==> config.mk <==
export PLATFORM = sky130hd
export DESIGN_NAME = fp_convert_ctrl
export DESIGN_NICKNAME = d
export VERILOG_FILES = /design/src/rtl/fp_convert_ctrl.sv
export SDC_FILE = /design/constraint.sdc
export NUM_CORES = 1
export LEC_CHECK = 0
export BUFFER_PORTS_ARGS = -buffer_cell sky130_fd_sc_hd__buf_2
export CORE_UTILIZATION = 40
export DETAILED_ROUTE_END_ITERATION = 16
export PLACE_DENSITY = 0.6
export SLEW_MARGIN = 30
export SYNTH_ARGS = -nofsm -noshare
export SYNTH_HDL_FRONTEND = slang
export SYNTH_SLANG_ARGS = --single-unit
export TNS_END_PERCENT = 100
==> constraint.sdc <==
create_clock -name clk -period 2.1 [get_ports clk]
set_input_delay 0.63 -clock clk [delete_from_list [all_inputs] [get_ports clk]]
set_output_delay 0.63 -clock clk [all_outputs]
set_load 0.02 [all_outputs]
==> src/rtl/fp_convert_ctrl.sv <==
// fp_convert_ctrl: serial 12-bit two's-complement to {S,E,F} float sequencer.
// One normalising shift per cycle, round-half-up, valid/ready on both sides.
module fp_convert_ctrl #(
  parameter int IN_W  = 12,
  parameter int EXP_W = 3,
  parameter int SIG_W = 4,
  parameter int CNT_W = 16
) (
  input  logic             clk,
  input  logic             rst,
  input  logic             in_valid,
  output logic             in_ready,
  input  logic [IN_W-1:0]  D2,
  output logic             out_valid,
  input  logic             out_ready,
  output logic             S,
  output logic [EXP_W-1:0] E,
  output logic [SIG_W-1:0] F,
  output logic             sat,
  output logic             busy,
  output logic [CNT_W-1:0] conv_cnt
);

  typedef enum logic [2:0] {
    IDLE,
    SIGN,
    NORM,
    ROUND,
    OUT
  } state_t;

  localparam logic [EXP_W-1:0] EMAX = '1;

  state_t            state;
  logic [IN_W-1:0]   smp;
  logic [IN_W-2:0]   mag;
  logic [EXP_W-1:0]  ew;
  logic              sgn;
  logic              sat_m;

  logic [IN_W-2:0]   low;
  logic [IN_W-2:0]   absv;
  logic              minv;
  logic [SIG_W:0]    fsum;

  assign low  = smp[IN_W-2:0];
  assign absv = smp[IN_W-1] ? (~low + 1'b1) : low;
  assign minv = smp[IN_W-1] && (low == '0);

  // Truncated significand plus the first dropped bit; MSB flags a carry-out.
  assign fsum = {1'b0, mag[IN_W-2 -: SIG_W]}
              + {{SIG_W{1'b0}}, mag[IN_W-2-SIG_W]};

  always_ff @(posedge clk) begin
    if (rst) begin
      state     <= IDLE;
      in_ready  <= 1'b1;
      out_valid <= 1'b0;
      S         <= 1'b0;
      E         <= '0;
      F         <= '0;
      sat       <= 1'b0;
      busy      <= 1'b0;
      conv_cnt  <= '0;
      smp       <= '0;
      mag       <= '0;
      ew        <= '0;
      sgn       <= 1'b0;
      sat_m     <= 1'b0;
    end else begin
      unique case (state)
        IDLE: begin
          if (in_valid) begin
            smp      <= D2;
            in_ready <= 1'b0;
            busy     <= 1'b1;
            state    <= SIGN;
          end
        end
        SIGN: begin
          sgn   <= smp[IN_W-1];
          sat_m <= minv;
          mag   <= minv ? '1 : absv;
          ew    <= EMAX;
          state <= NORM;
        end
        NORM: begin
          if (mag[IN_W-2] || ew == '0) begin
            state <= ROUND;
          end else begin
            mag <= mag << 1;
            ew  <= ew - 1'b1;
          end
        end
        ROUND: begin
          S <= sgn;
          if (!fsum[SIG_W]) begin
            F   <= fsum[SIG_W-1:0];
            E   <= ew;
            sat <= sat_m;
          end else if (ew != EMAX) begin
            F   <= {1'b1, {(SIG_W-1){1'b0}}};
            E   <= ew + 1'b1;
            sat <= sat_m;
          end else begin
            F   <= '1;
            E   <= EMAX;
            sat <= 1'b1;
          end
          out_valid <= 1'b1;
          state     <= OUT;
        end
        OUT: begin
          if (out_ready) begin
            out_valid <= 1'b0;
            conv_cnt  <= conv_cnt + 1'b1;
            in_ready  <= 1'b1;
            busy      <= 1'b0;
            state     <= IDLE;
          end
        end
        default: begin
          state     <= IDLE;
          in_ready  <= 1'b1;
          out_valid <= 1'b0;
          busy      <= 1'b0;
        end
      endcase
    end
  end

endmodule

==> metrics.md, run 1 <==
| Metric | Value |
|---|---|
| Synth Warn # | 0 |
| Cell Pwr Density | 848 nW/um^2 |
| Static leakage | 1.28 nW |
| Total global routing overflow | 0 |
| Commonest non-fill, non-tap cell in the layout | dfxtp_1 |
| Clock root cell | clkbuf_8 |
| Setup bufs post-CTS | 0 |
| First-pass GRT wire length | 10.1 mm |
| Vias per cell | 5.10 |
| Min-Delay Path Class | reg2reg |
| Synth top area share | 42.0% |
| Clock Skew | 6.98 ps |
| Crit path time final | 1840 ps |
| # IOs | 44 |
| Via count | 2,454 |
| Most frequent cells in the layout | 59 x dfxtp_1, 55 x nand2_1, 43 x buf_2, 34 x a21oi_1, 19 x nor2_1 |
| Sequential cell area fraction in the yosys report | 42.0% |
| Setup crit end kind | flip-flop |
| Final Routed Wirelength | 6.00 mm |
| Post-DP HPWL | 4.17 mm |
| Setup CP Type | reg2reg |
| # H-tree levels | 3 |
| Sink Count | 59 |
| #FFs+latches synth | 59 |
| DRT Pass-1 Iters | 4 |
| Clk slew on worst S/H paths | 70 ps |
| Syn nets | 357 |
| MaxCap Viol Count | 0 |
| VDD IR-drop max | 0.000438 V |
| Synthesized area | 2810 sq um |
| Final worst-path cycle share | 87.6% |
| Number of enable flip-flop cells after synthesis | 0 |
| Largest net degree at the start of global routing | 32 |
| Die Wd | 85.9 um |
| Share of flip-flops with an asynchronous set or reset | 0% |
| Min-Delay Path Depth | 2 |
| Main synth FF type | dfxtp_1 |
| # hold bufs at CTS | 0 |
| Core ar. | 6790 sq um |
| Cell count after synthesis | 334 |
| Worst EP required | 2330 ps |
| Post_cts resized | 0 |
| Design Area, Final | 3370 sq um |
| Fmax | 543 MHz |
| Remaining DRCs | 0 |
| FP Rows | 30 |
| Wire length per cell | 12.5 um |
| CP Data Arrival Time | 2070 ps |
| # diodes | 0 |
| Worst-case reg-to-reg path depth | 4 |
| Number of global-route vias before repair | 2,185 |
| Max Transition Viols Final | 0 |
| CP peak stage delay | 600 ps |
| Cts bufs inserted | 9 |
| IO buf count | 43 |
| Clock latency on the worst-skew pair | 340 ps |
| Die Area | 7370 sq um |
| P&R area growth vs syn | 19.7% |
| Clock buffer depth | 2 |
| CP cell instances | or4_4, nor4_4, nor2_2, a221oi_1 |
| Synth cell types | 44 |
| Placement Cell Area | 3170 sq um |
| RSZ-0062 raised after global routing | no |
| CP max FO | 10 |
| GP Congestion | 0.725 |
| Nets | 403 |
| Yosys top cell by area | dfxtp_1 |
| Filler Cell Count | 666 |
| Hold Slack | 454 ps |
| Run status | finished, final reports clean |
| Fin. Hold Viols | 0 |
| Antenna violations before repair | 0 |
| Cell family with most CP delay | simple AND/OR/NAND/NOR gates |
| Setup TNS | 0 ps |
| Critical Path Source Type | flip-flop |
| Final setup vio count | 0 |
| CTS tree | done |
| Worst Max-Slew Pin Slew | 572 ps |
| GRT Util Overall | 17.3% |
| Buffers plus inverters on the worst setup path | 0 |
| CP max-delay cell | or4_4 |
| Avg Synthesized Cell Area | 8.42 sq um |
| Stages on the worst setup path | 4 |
| Post-DRT Antenna Nets | 0 |
| DR iter-0 viols | 131 |
| Rel. slew slack | 61.9% |
| Layout cells sized above 1 | 22.1% |
| Area contributors post-synth | dfxtp_1 42%, nand2_1 7.3%, a21oi_1 6.0%, xor2_1 3.7%, ha_1 3.1% |
| Chip height | 85.9 um |
| Final Power | 0.00285 W |
| Initial Utilization | 41.4% |
synth_stat cells (4+ instances only):
library cell and n:
nand3_1 7, o31ai_1 7, nand4_1 8, o21ai_0 5, nor2_1 19, xnor2_1 8
o21bai_1 9, a21oi_1 34, buf_2 5, a31oi_1 5, inv_1 9, nand2_1 55
and3_1 4, ha_1 7, nor3_1 7, nor4_1 4, clkbuf_1 14, dfxtp_1 59
a221oi_1 8, or4_1 5, a211oi_1 4, xor2_1 12
stage by stage:
stage | setup WS (ps) | instances | util, %
floorplan | 252 | 334 | -
global placement | 169 | 465 | 46.7
detailed placement | 149 | 465 | 46.7
CTS | 226 | 481 | 49.5
global route | 104 | 481 | 49.5
finish | 260 | 481 | 49.5
power breakdown:
group,internal [W],switching [W],leakage [nW]
clock,0.000542,0.000474,0.0950
combinational,0.000237,0.000303,0.700
sequential,0.00121,0.0000877,0.480
total,0.00199,0.000865,1.28
per-layer routing:
layer	share of wire, %	track usage (%)	vias to the layer above	routed length (um)
met5	0	0	-	0
li1	-	-	1291	-
met1	53	24.8	1125	3200
met4	1.0	6.36	0	61
met2	43	24.9	32	2570
met3	2.8	4.62	6	168
flip-flops by register name, summed over array words and instances, names as in the netlist:
register	cells
F	4
sat_m	1
sat	1
sgn	1
in_ready	1
mag	11
smp	12
state	3
busy	1
ew	3
E	3
out_valid	1
S	1
conv_cnt	16
kinds of logic (layout without fill, tap and decap cells):
group,after synthesis,count (layout),share of synthesized area [%]
muxes,2,2,0.712
DFF,59,59,42.0
and+or+nand+nor,137,137,25.5
buffers and inverters,30,81,4.23
xor gates and xnor gates,20,20,6.23
AOI/OAI and AO/OA,79,79,18.2
adders and majority gates,7,7,3.11
worst paths after layout:
check | start | to | slack, ps
max | smp[3] | mag[4] | 260
min | S | S | 450
max reg2reg | smp[3] | mag[4] | 260
min reg2reg | S | S | 450
worst min-delay path, stage by stage (launching register included):
cell     delay [ps]
dfxtp_1         310
nand2_1          50
a21oi_1          50
cell type report:
class                      count  area [sq um]  share of cell area (%)
multi-input combinational    245          1510                    44.9
sequential                    59          1180                    35.1
timing repair buffer          56           325                    9.67
clock buffer                   9           124                    3.68
tap                           96           120                    3.57
clock inverter                 7          68.8                    2.04
inverter                       9          33.8                    1.00
No activity file was read; power rests on OpenSTA's default activity.
==> inputs of run 2 (changes only) <==
--- a/config.mk
+++ b/config.mk
@@ -5,10 +5,12 @@
 export SDC_FILE = /design/constraint.sdc
 export NUM_CORES = 1
 export LEC_CHECK = 0
+export ABC_AREA = 1
 export BUFFER_PORTS_ARGS = -buffer_cell sky130_fd_sc_hd__buf_2
 export CORE_UTILIZATION = 40
 export DETAILED_ROUTE_END_ITERATION = 16
-export PLACE_DENSITY = 0.6
+export HOLD_SLACK_MARGIN = 0.15
+export PLACE_DENSITY = 0.59
 export SLEW_MARGIN = 30
 export SYNTH_ARGS = -nofsm -noshare
 export SYNTH_HDL_FRONTEND = slang
==> run 2 against run 1 <==
Compared with the run above: worst setup slack gained 150 ps; sequential cell count is the same; worst hold slack gained 14 ps; critical path depth grew 4; largest power group unchanged; power grew 14%; clock-buffer cell count grew 1; non-clock buffer count shrank 8; clock skew grew 3.5 ps; highest routed layer unchanged; largest cell class unchanged; global-route usage grew 1.8 points; via count grew 15%.
==> metrics.md, run 2 <==
| Metric | Value |
|---|---|
| Worst-case reg-to-reg path depth | 8 |
| Setup crit end kind | flip-flop |
| Die Area | 7940 sq um |
| Placement Cell Area | 3330 sq um |
| Synth top area share | 38.9% |
| # IOs | 44 |
| Chip height | 89.1 um |
| Synth Area in Compound Gates | 17.1% |
| Synth top cells by count | 90 x nand2_1, 59 x dfxtp_1, 52 x inv_1, 52 x nor2_1 |
| Worst Max-Slew Pin Slew | 416 ps |
| Sink Count | 59 |
| VDD IR-drop max | 0.000465 V |
| GP Congestion | 0.845 |
| Clock Skew | 10.5 ps |
| Synthesized area | 3040 sq um |
| Max Transition Viols Final | 0 |
| Syn nets | 458 |
| Clock latency on the worst-skew pair | 340 ps |
| Synth cell types | 33 |
| DRT Pass-1 Iters | 4 |
| Critical Path Source Type | flip-flop |
| Post-synthesis xor/xnor area fraction | 1.44% |
| Worst EP required | 2310 ps |
| Synth Warn # | 0 |
| Initial Utilization | 41.6% |
| FP Rows | 31 |
| DR iter-0 viols | 103 |
| Antenna violations before repair | 0 |
| Count leader, synth | nand2_1 |
| Fmax | 593 MHz |
| # diodes | 0 |
| Adder-cell share of the synthesized area | 2.89% |
| CP max FO | 14 |
| Cell Pwr Density | 918 nW/um^2 |
| Nets | 504 |
| Post_cts resized | 0 |
| Simple-Gate Fraction of Synth Area | 29.5% |
| Min-Delay Path Class | reg2reg |
| Start of the worst register-to-register path | ew[0] |
| Avg Synthesized Cell Area | 6.98 sq um |
| Clk slew on worst S/H paths | 70 ps |
| GRT Util Overall | 19.1% |
| Mux cell area share after synthesis | 0% |
| Largest register FFs | 16 |
| Total global routing overflow | 0 |
| Setup TNS | 0 ps |
| MaxCap Viol Count | 0 |
| Share of flip-flops with an asynchronous set or reset | 0% |
| Setup bufs post-CTS | 0 |
| Largest net degree at the start of global routing | 27 |
| # H-tree levels | 3 |
| Cts bufs inserted | 9 |
| Yosys top cell by area | dfxtp_1 |
| Final setup vio count | 0 |
| Run status | finished, final reports clean |
| RSZ-0062 raised after global routing | no |
| Die Wd | 89.1 um |
| Worst hold endpoint | S |
| Wire length per cell | 11.9 um |
| Most frequent cells in the layout | 90 x nand2_1, 59 x dfxtp_1, 52 x inv_1, 52 x nor2_1, 43 x buf_2 |
| Vias per cell | 4.81 |
| Main synth FF type | dfxtp_1 |
| IO buf count | 43 |
| P&R area growth vs syn | 16.4% |
| Filler Cell Count | 790 |
| Layout cells sized above 1 | 19.3% |
| Post-DP HPWL | 5.09 mm |
| Core ar. | 7290 sq um |
| Final Routed Wirelength | 6.96 mm |
| Reg2reg end | mag[2] |
| CP Data Arrival Time | 1900 ps |
| First-pass GRT wire length | 11.5 mm |
| Final worst-path cycle share | 80.3% |
| Cell count after synthesis | 435 |
| # hold bufs at CTS | 0 |
| Static leakage | 1.59 nW |
| Number of enable flip-flop cells after synthesis | 0 |
| Most flops, register | conv_cnt |
| Area contributors post-synth | dfxtp_1 39%, nand2_1 11%, inv_1 6.4%, nor2_1 6.4%, a21oi_1 6.1% |
| Crit path time final | 1690 ps |
| Largest family of logic cells by synthesized area | simple AND/OR/NAND/NOR gates |
| Min-Delay Path Depth | 2 |
| Reg-to-reg setup timing slack | 410 ps |
| CTS tree | done |
| Post-DRT Antenna Nets | 0 |
| Largest regs | conv_cnt: 16 flops, smp: 12 flops, mag: 11 flops |
| Commonest non-fill, non-tap cell in the layout | nand2_1 |
| Number of global-route vias before repair | 2,391 |
| Design Area, Final | 3530 sq um |
| Remaining DRCs | 0 |
| Setup CP Type | reg2reg |
| #FFs+latches synth | 59 |
| Via count | 2,811 |
| Clock buffer depth | 2 |
| Rel. slew slack | 72.0% |
| Sequential cell area fraction in the yosys report | 38.9% |
| Fin. Hold Viols | 0 |
| Hold Path Origin | sgn |
| Clock root cell | clkbuf_8 |
[run 2: layer usage]
layer	GRT usage [%]	vias to the layer above	part of all wire (%)
met3	3.69	6	3.8
li1	-	1505	-
met4	8.23	0	1.3
met5	0	-	0
met2	27.3	56	42
met1	27.8	1244	53
[run 2: power by group]
part	switching, W	internal [W]	leakage (nW)	total (W)
combinational	0.000534	0.000279	1.01	0.000812
sequential	0.000111	0.00126	0.482	0.00137
clock	0.000481	0.000577	0.0905	0.00106
total	0.00113	0.00212	1.59	0.00324
[run 2: critical path: stages (launching register included)]
cell	delay (ps)
dfxtp_1	360
inv_1	100
ha_1	210
a21oi_1	230
nand2_4	180
nand2_4	190
inv_2	100
nor2_1	130
a21oi_2	60
[run 2: per-stage QoR]
| step | hold WS [ps] | util (%) | std cells | total power [W] | worst slack [ps] |
|---|---|---|---|---|---|
| 2_1_floorplan | 420 | - | 435 | 0.00202 | 647 |
| 3_3_place_gp | 459 | 45.7 | 569 | 0.00219 | 410 |
| 3_5_place_dp | 458 | 45.7 | 569 | 0.00221 | 367 |
| 4_1_cts | 469 | 48.4 | 585 | 0.00328 | 421 |
| 5_1_grt | 512 | 48.4 | 585 | 0.00346 | 273 |
| 6_report | 469 | 48.4 | 585 | 0.00324 | 413 |
[run 2: worst max path at each step]
stage | startpoint | end | slack (ps) | depth (start not counted)
floorplan | rst | smp[1] | 650 | 5
global placement | out_ready | conv_cnt[13] | 410 | 8
detailed placement | out_ready | conv_cnt[13] | 370 | 8
CTS | ew[0] | mag[2] | 420 | 8
global route | smp[0] | mag[6] | 270 | 10
finish | ew[0] | mag[2] | 410 | 8
[run 2: cells by family after synthesis]
logic type / after synthesis
AOI/OAI and AO/OA: 97
buffers and inverters: 72
and+or+nand+nor: 195
DFF: 59
xor gates and xnor gates: 5
adders and majority gates: 7
[run 2: final cells by class]
cell class | count | area (sq um) | share of cell area (%)
Clock buffer | 10 | 138 | 3.90
Clock inverter | 6 | 65.1 | 1.84
Inverter | 59 | 226 | 6.41
Multi-Input combinational cell | 304 | 1550 | 43.7
Sequential cell | 59 | 1180 | 33.4
Tap cell | 99 | 124 | 3.51
Timing Repair Buffer | 48 | 253 | 7.16
